<file path="config.mk">
export PLATFORM = sky130hd
export DESIGN_NAME = serial_mod_lane
export DESIGN_NICKNAME = d
export VERILOG_FILES = /design/src/rtl/serial_mod_pkg.sv /design/src/rtl/serial_mod_lane.sv
export SDC_FILE = /design/constraint.sdc
export NUM_CORES = 1
export LEC_CHECK = 0
export BUFFER_PORTS_ARGS = -buffer_cell sky130_fd_sc_hd__buf_2
export CAP_MARGIN = 5
export CELL_PAD_IN_SITES_DETAIL_PLACEMENT = 0
export CELL_PAD_IN_SITES_GLOBAL_PLACEMENT = 2
export CORE_MARGIN = 2
export CORE_UTILIZATION = 31
export DETAILED_ROUTE_END_ITERATION = 10
export PLACE_DENSITY = 0.82
export SETUP_SLACK_MARGIN = 0.5
export SYNTH_ARGS = -nofsm -noshare
export SYNTH_HDL_FRONTEND = slang
export SYNTH_SLANG_ARGS = --single-unit
export TNS_END_PERCENT = 1
</file>
<file path="constraint.sdc">
create_clock -name clk -period 5.1 [get_ports clk]
set_input_delay 0 -clock clk [delete_from_list [all_inputs] [get_ports clk]]
set_output_delay 0 -clock clk [all_outputs]
set_load 0.05 [all_outputs]
</file>
<file path="src/rtl/serial_mod_pkg.sv">
// Shared types and helpers for the serial MSB-first divisibility checker.
// The mod step is a constant-divisor restoring subtract chain, not a divider.
package serial_mod_pkg;

    typedef enum logic {
        IDLE = 1'b0,
        RUN  = 1'b1
    } lane_state_t;

    function automatic int unsigned rem_w(input int unsigned divisor);
        return (divisor <= 2) ? 1 : $clog2(divisor);
    endfunction

    // Input range is below divisor * 2^sym_w, so subtracting divisor << k for
    // k = sym_w-1 .. 0 leaves the value below divisor after the last stage.
    function automatic int unsigned mod_step(input int unsigned divisor,
                                             input int unsigned sym_w,
                                             input int unsigned rem,
                                             input int unsigned digit);
        int unsigned v;
        v = (rem << sym_w) + digit;
        for (int unsigned i = sym_w; i > 0; i--) begin
            if (v >= (divisor << (i - 1)))
                v = v - (divisor << (i - 1));
        end
        return v;
    endfunction

endpackage

</file>
<file path="src/rtl/serial_mod_lane.sv">
// One channel: running remainder, lane state and saturating digit counter.
module serial_mod_lane
    import serial_mod_pkg::*;
#(
    parameter  int unsigned DIVISOR = 5,
    parameter  int unsigned SYM_W   = 1,
    parameter  int unsigned CNT_W   = 8,
    localparam int unsigned REM_W   = rem_w(DIVISOR)
) (
    input  logic             clk,
    input  logic             resetn,
    input  logic             in_valid,
    input  logic             in_sof,
    input  logic [SYM_W-1:0] din,
    output logic             dout,
    output logic [REM_W-1:0] rem_out,
    output logic             active,
    output logic [CNT_W-1:0] dig_cnt
);

    lane_state_t      state_q, state_n;
    logic [REM_W-1:0] rem_q, rem_n, base;
    logic [CNT_W-1:0] cnt_q, cnt_n;
    logic             dout_q;
    logic             restart;

    always_comb begin
        state_n = state_q;
        rem_n   = rem_q;
        cnt_n   = cnt_q;
        restart = 1'b0;
        base    = '0;
        if (in_valid) begin
            restart = (state_q == IDLE) || in_sof;
            base    = restart ? '0 : rem_q;
            rem_n   = REM_W'(mod_step(DIVISOR, SYM_W, 32'(base), 32'(din)));
            cnt_n   = restart ? CNT_W'(1) : ((&cnt_q) ? cnt_q : cnt_q + 1'b1);
            state_n = RUN;
        end
    end

    // dout is decoded from next-state values so it lines up with rem_out.
    always_ff @(posedge clk) begin
        if (!resetn) begin
            state_q <= IDLE;
            rem_q   <= '0;
            cnt_q   <= '0;
            dout_q  <= 1'b0;
        end else begin
            state_q <= state_n;
            rem_q   <= rem_n;
            cnt_q   <= cnt_n;
            dout_q  <= (state_n == RUN) && (rem_n == '0);
        end
    end

    assign dout    = dout_q;
    assign rem_out = rem_q;
    assign active  = (state_q == RUN);
    assign dig_cnt = cnt_q;

endmodule

</file>
### Yosys cells after proc, flatten, opt, wreduce, memory -nomap -nowiden

Cells that the tools add are included.

* register bits after elaboration: 13
* input port bits: 5
* output and inout port bits: 13
* word-level logic and storage cells: 21

* $add $sub $neg: 3
* $lt $le $gt $ge: 1
* eq/ne operators: 1
* mux-type cells: 6
* bitwise gates (word level): 1
* reduce and logical (&&, ||, !) cells: 5

Operators with widths (number)
* $mux 8: 2
* $mux 3: 3
* $add 8x1->8 const B: 1
* $reduce_and 8->1: 1
* $add 4x1->5: 1
* $ge 5x3->1 const B: 1
* $logic_not 3->1: 1
* $sub 3x3->3 const B: 1
* $ne 2x2->1 const B: 1
* $reduce_and 2->1: 1
* $logic_and 1x1->1: 1
* $logic_or 1x1->1: 1
* $mux 1: 1
* $not 1->1: 1

### Longest topological paths before layout

* depth in word-level cells: 9
* gate-level depth with buffers: 8
* depth with buffers taken out: 7

### Worst setup path before layout

No wires, ideal clock.

* kind: flip-flop to flip-flop
* start point: reg state_q (netlist: active)
* end point: reg dout_q (netlist: dout)
* library setup time: 0.087 ns
* arrival: 2.049 ns
* required time: 5.013 ns
* slack: 2.963 ns
* cell stages (with the launch flop): 9
* path buffers: 1
* period minus slack after synthesis: 2.137 ns
* cell sequence: dfxtp_1 nor2b_1 buf_2 nand2_1 ha_1 or3_1 a21oi_2 a211oi_2 nor4b_2

* longest elaborated chain between the ends: 9
* elaborated cells between the ends (all ways): 11
* those cells by class: add/sub (2); order compare (1); mux (4); bitwise (1); reduce/logical (3)

RTL lines
* start: declaration: line serial_mod_lane.sv:21 `lane_state_t state_q, state_n;`
* start signal: assignment: line serial_mod_lane.sv:50 `state_q <= state_n;`
* $not 1->1: line serial_mod_lane.sv:34 `restart = (state_q == IDLE) || in_sof;`
* $logic_or 1x1->1: line serial_mod_lane.sv:34
* $mux 3: line serial_mod_lane.sv:35 `base = restart ? '0 : rem_q;`
* $add 4x1->5: line serial_mod_pkg.sv:21 `v = (rem << sym_w) + digit;`
* $ge 5x3->1 / $sub 3x3->3 (equally long branches): line serial_mod_pkg.sv:23, serial_mod_pkg.sv:24
* $mux 3: line serial_mod_pkg.sv:23 `if (v >= (divisor << (i - 1)))`
* $mux 3: line serial_mod_lane.sv:33 `if (in_valid) begin`
* $logic_not 3->1: line serial_mod_lane.sv:53 `dout_q <= (state_n == RUN) && (rem_n == '0);`
* $logic_and 1x1->1 *: line serial_mod_lane.sv:53
* end signal: assignment: line serial_mod_lane.sv:53
* end: declaration: line serial_mod_lane.sv:24 `logic dout_q;`

Mark *: on every way between the ends. The rest lies on a longest branch, timed or not.
A chain may end at the register's enable or synchronous reset.

### Worst setup path after layout

Ends and elaborated chain as after synthesis.

==> impl_metrics.env <==
export IMPL_outcome="finished, final reports clean"
export IMPL_hold_end="dig_cnt[1]$_SDFFE_PN0P_"
export IMPL_period_share_pct=42.3
export IMPL_grt_pass1_vias=627
export IMPL_yosysWarnings=0
export IMPL_worstReg2RegStart="active$_SDFF_PN0_"
export IMPL_clk_path_buf_depth=2
export IMPL_first_iter_violations=11
export IMPL_hold_violations=0
export IMPL_clkPwrFrac_pct=32.8
export IMPL_p_seq_share_pct=52.1
export IMPL_synthCells=84
export IMPL_critical_path_depth=7
export IMPL_maxCapViolCount=0
export IMPL_crit_type="reg -> reg"
export IMPL_grt_pass1_wl_um=2760
export IMPL_ctsResizeCount=0
export IMPL_ys_seq_area_share_pct=37.1
export IMPL_fp_dieArea_um2=2660
export IMPL_path_cells="nor2b_1 -> nand2_1 -> ha_1 -> or3_1 -> a21oi_2 -> a211oi_2 -> nor4b_2"
export IMPL_vdd_drop_max_uv=126
export IMPL_nets=112
export IMPL_synth_simple_gate_area_share_pct=26.3
export IMPL_slew_headroom_pct=59.8
export IMPL_synth_area_leader_cell="dfxtp_1"
export IMPL_synth_top_area_share_pct=37.1
export IMPL_r2r_cells=7
export IMPL_ys_ff_latch=13
export IMPL_combPwrFrac_pct=15.1
export IMPL_yosys_cell_count_top_type="dfxtp_1"
export IMPL_synthAdderAreaFrac_pct=5.36
export IMPL_num_rows=17
export IMPL_ys_top_cells_by_area="dfxtp_1 37%, nor2_1 5.9%, ha_1 5.4%"
export IMPL_finalSetupViolCount=0
export IMPL_clkLatencyLatePin_ns=0.28
export IMPL_die_x_um=51.5
export IMPL_gp_congestion=0.760
export IMPL_worstSetupEndpointType="flip-flop"
export IMPL_vias=675
export IMPL_dp_hpwl_um=1190
export IMPL_holdCritStartpoint="in_valid"
export IMPL_grt_setup_unrepaired="false"
export IMPL_post_cts_buffers=0
export IMPL_cellPowerDensity_nw_per_um2=243
export IMPL_min_path_type="in -> reg"
export IMPL_cts_hold_buf=1
export IMPL_synth_mux_area_share_pct=1.43
export IMPL_cts_buffers=3
export IMPL_final_cell_area_um2=843
export IMPL_post_route_min_period_ns=2.16
export IMPL_cts_max_level=1
export IMPL_synth_edf_count=0
export IMPL_place_area_um2=807
export IMPL_synth_xor_area_share_pct=3.75
export IMPL_path_clk_slew_ns=0.08
export IMPL_required_ns=5.30
export IMPL_synth_compound_gate_area_share_pct=20.9
export IMPL_tns_ns=0
export IMPL_clock_sinks=13
export IMPL_p_switching_mw=0.0607
export IMPL_netlist_top_cells_count="13 x dfxtp_1, 11 x nor2_1, 6 x inv_1, 5 x nand2_1, 5 x o21ai_0"
export IMPL_synth_async_reset_ratio_pct=0
export IMPL_synth_main_ff_cell="dfxtp_1"
export IMPL_regToRegEndpoint="dout$_SDFF_PN0_"
export IMPL_antenna_found_initial=0
export IMPL_drive_gt1_share_pct=24.3
export IMPL_sw_frac_of_total_pct=29.6
export IMPL_initial_core_util_pct=32.3
export IMPL_startpoint_type="flip-flop"
export IMPL_wl_per_cell_um=12.4
export IMPL_synth_avg_cell_area_um2=8.34
export IMPL_arrival_ns=2.36
export IMPL_netlist_area_um2=701
export IMPL_io_pin_count=18
export IMPL_whs_path_depth=3
export IMPL_p_int_mw=0.144
export IMPL_reg2reg_slack_ns=2.94
export IMPL_grt_util_all_layers_pct=14.5
export IMPL_die_h_um=51.5
export IMPL_slew_viol_final=0
export IMPL_fill_cells=243
export IMPL_syn_nets=92
export IMPL_path_delay_family="simple AND/OR/NAND/NOR gates"
export IMPL_cellLeakagePower_nw=0.363
export IMPL_root_buffer="clkbuf_4"
export IMPL_cts_tree="yes"
export IMPL_port_buffers=17
export IMPL_viasPerCell=5.15
export IMPL_crit_buf_inv=0
export IMPL_timing_fmax_mhz=463
export IMPL_drcViolationCount=0
export IMPL_hold_slack_ns=0.0694
export IMPL_tightest_slew_ns=0.601
export IMPL_core_area_um2=2170
export IMPL_cpPeakStageDelay_ns=0.52
export IMPL_crit_path_max_fanout=10
export IMPL_grt_max_degree=11
export IMPL_drt_wl_total_um=1620
export IMPL_ant_nets=0
export IMPL_skew_ns=0.000984
export IMPL_area_growth_pct=20.4
export IMPL_grt_overflow=0
export IMPL_slowest_stage="nor2b_1"
export IMPL_yosysUniqueCellTypes=34
export IMPL_synth_top_family_by_area="simple AND/OR/NAND/NOR gates"
export IMPL_drt_pass1_iterations=4
export IMPL_antennaDiodeCount=0
[routing by layer]
layer / global-route usage [%] / vias up / wire (µm)
li1: - / 346 / -
met1: 16.8 / 307 / 777
met5: 0 / - / 0
met4: 10.5 / 0 / 58
met2: 22.4 / 15 / 712
met3: 4.31 / 7 / 73
[worst max path at each step]
stage	start	end
CTS	active$_SDFF_PN0_	dout$_SDFF_PN0_
floorplan	active$_SDFF_PN0_	dout$_SDFF_PN0_
finish	active$_SDFF_PN0_	dout$_SDFF_PN0_
global route	active$_SDFF_PN0_	dout$_SDFF_PN0_
global placement	active$_SDFF_PN0_	dout$_SDFF_PN0_
detailed placement	active$_SDFF_PN0_	dout$_SDFF_PN0_
[cell type report]
cell class / count / area [µm²] / share of cell area (%)
Multi-Input combinational cell: 62 / 404 / 47.9
Clock buffer: 4 / 26.3 / 3.12
Tap cell: 28 / 35.0 / 4.15
Timing Repair Buffer: 18 / 95.1 / 11.3
Sequential cell: 13 / 260 / 30.9
Inverter: 6 / 22.5 / 2.67
[state kept, by name, indices dropped and copies added (netlist names)]
| name | count |
|---|---|
| dig_cnt | 8 |
| active | 1 |
| dout | 1 |
| rem_out | 3 |
[worst register-to-register path: cells and delay by family (launching register included)]
| kind | cells | cell delay (ns) |
|---|---|---|
| flops | 1 | 0.36 |
| fa+ha+maj | 1 | 0.24 |
| simple gates | 4 | 1.27 |
| compound gates | 2 | 0.22 |
[stage by stage]
| step | utilization (%) | setup slack, ns | std cells | power, mW |
|---|---|---|---|---|
| after CTS | 38.9 | 2.92 | 131 | 0.208 |
| after global placement | 37.2 | 3.02 | 126 | 0.140 |
| after floorplan | - | 2.96 | 84 | 0.132 |
| final | 38.9 | 2.94 | 131 | 0.205 |
| after detailed placement | 37.2 | 2.96 | 126 | 0.140 |
| after global routing | 38.9 | 2.79 | 131 | 0.216 |
[power groups by stage]
stage	registers [mW]	logic [mW]	clock network, mW
after detailed placement	0.109	0.0306	0
final	0.107	0.0310	0.0672
after floorplan	0.119	0.0132	0
after global routing	0.108	0.0337	0.0747
after CTS	0.107	0.0314	0.0694
after global placement	0.109	0.0308	0
[kinds of logic (layout without fill, tap and decap cells)]
| family | after synthesis | after routing |
|---|---|---|
| AO/OA/AOI/OAI | 21 | 21 |
| AND/OR/NAND/NOR | 34 | 34 |
| flip-flops | 13 | 13 |
| multiplexers | 1 | 1 |
| adder cells (fa/ha/maj) | 3 | 3 |
| buffers and inverters | 9 | 28 |
| XOR/XNOR | 3 | 3 |
[placed cells by master, fill, tap and decap left out, types with 2 or more instances in the layout]
cell and n:
nor2_1 11, a31oi_1 3, ha_1 3, a311oi_1 2, o21ai_0 5, clkbuf_4 3, xnor2_1 3, nand3_1 4
a21oi_1 3, inv_1 6, buf_2 17, dfxtp_1 13, nor3_1 2, nand4_1 2, nand2_1 5
No activity file was read; power rests on OpenSTA's default activity.
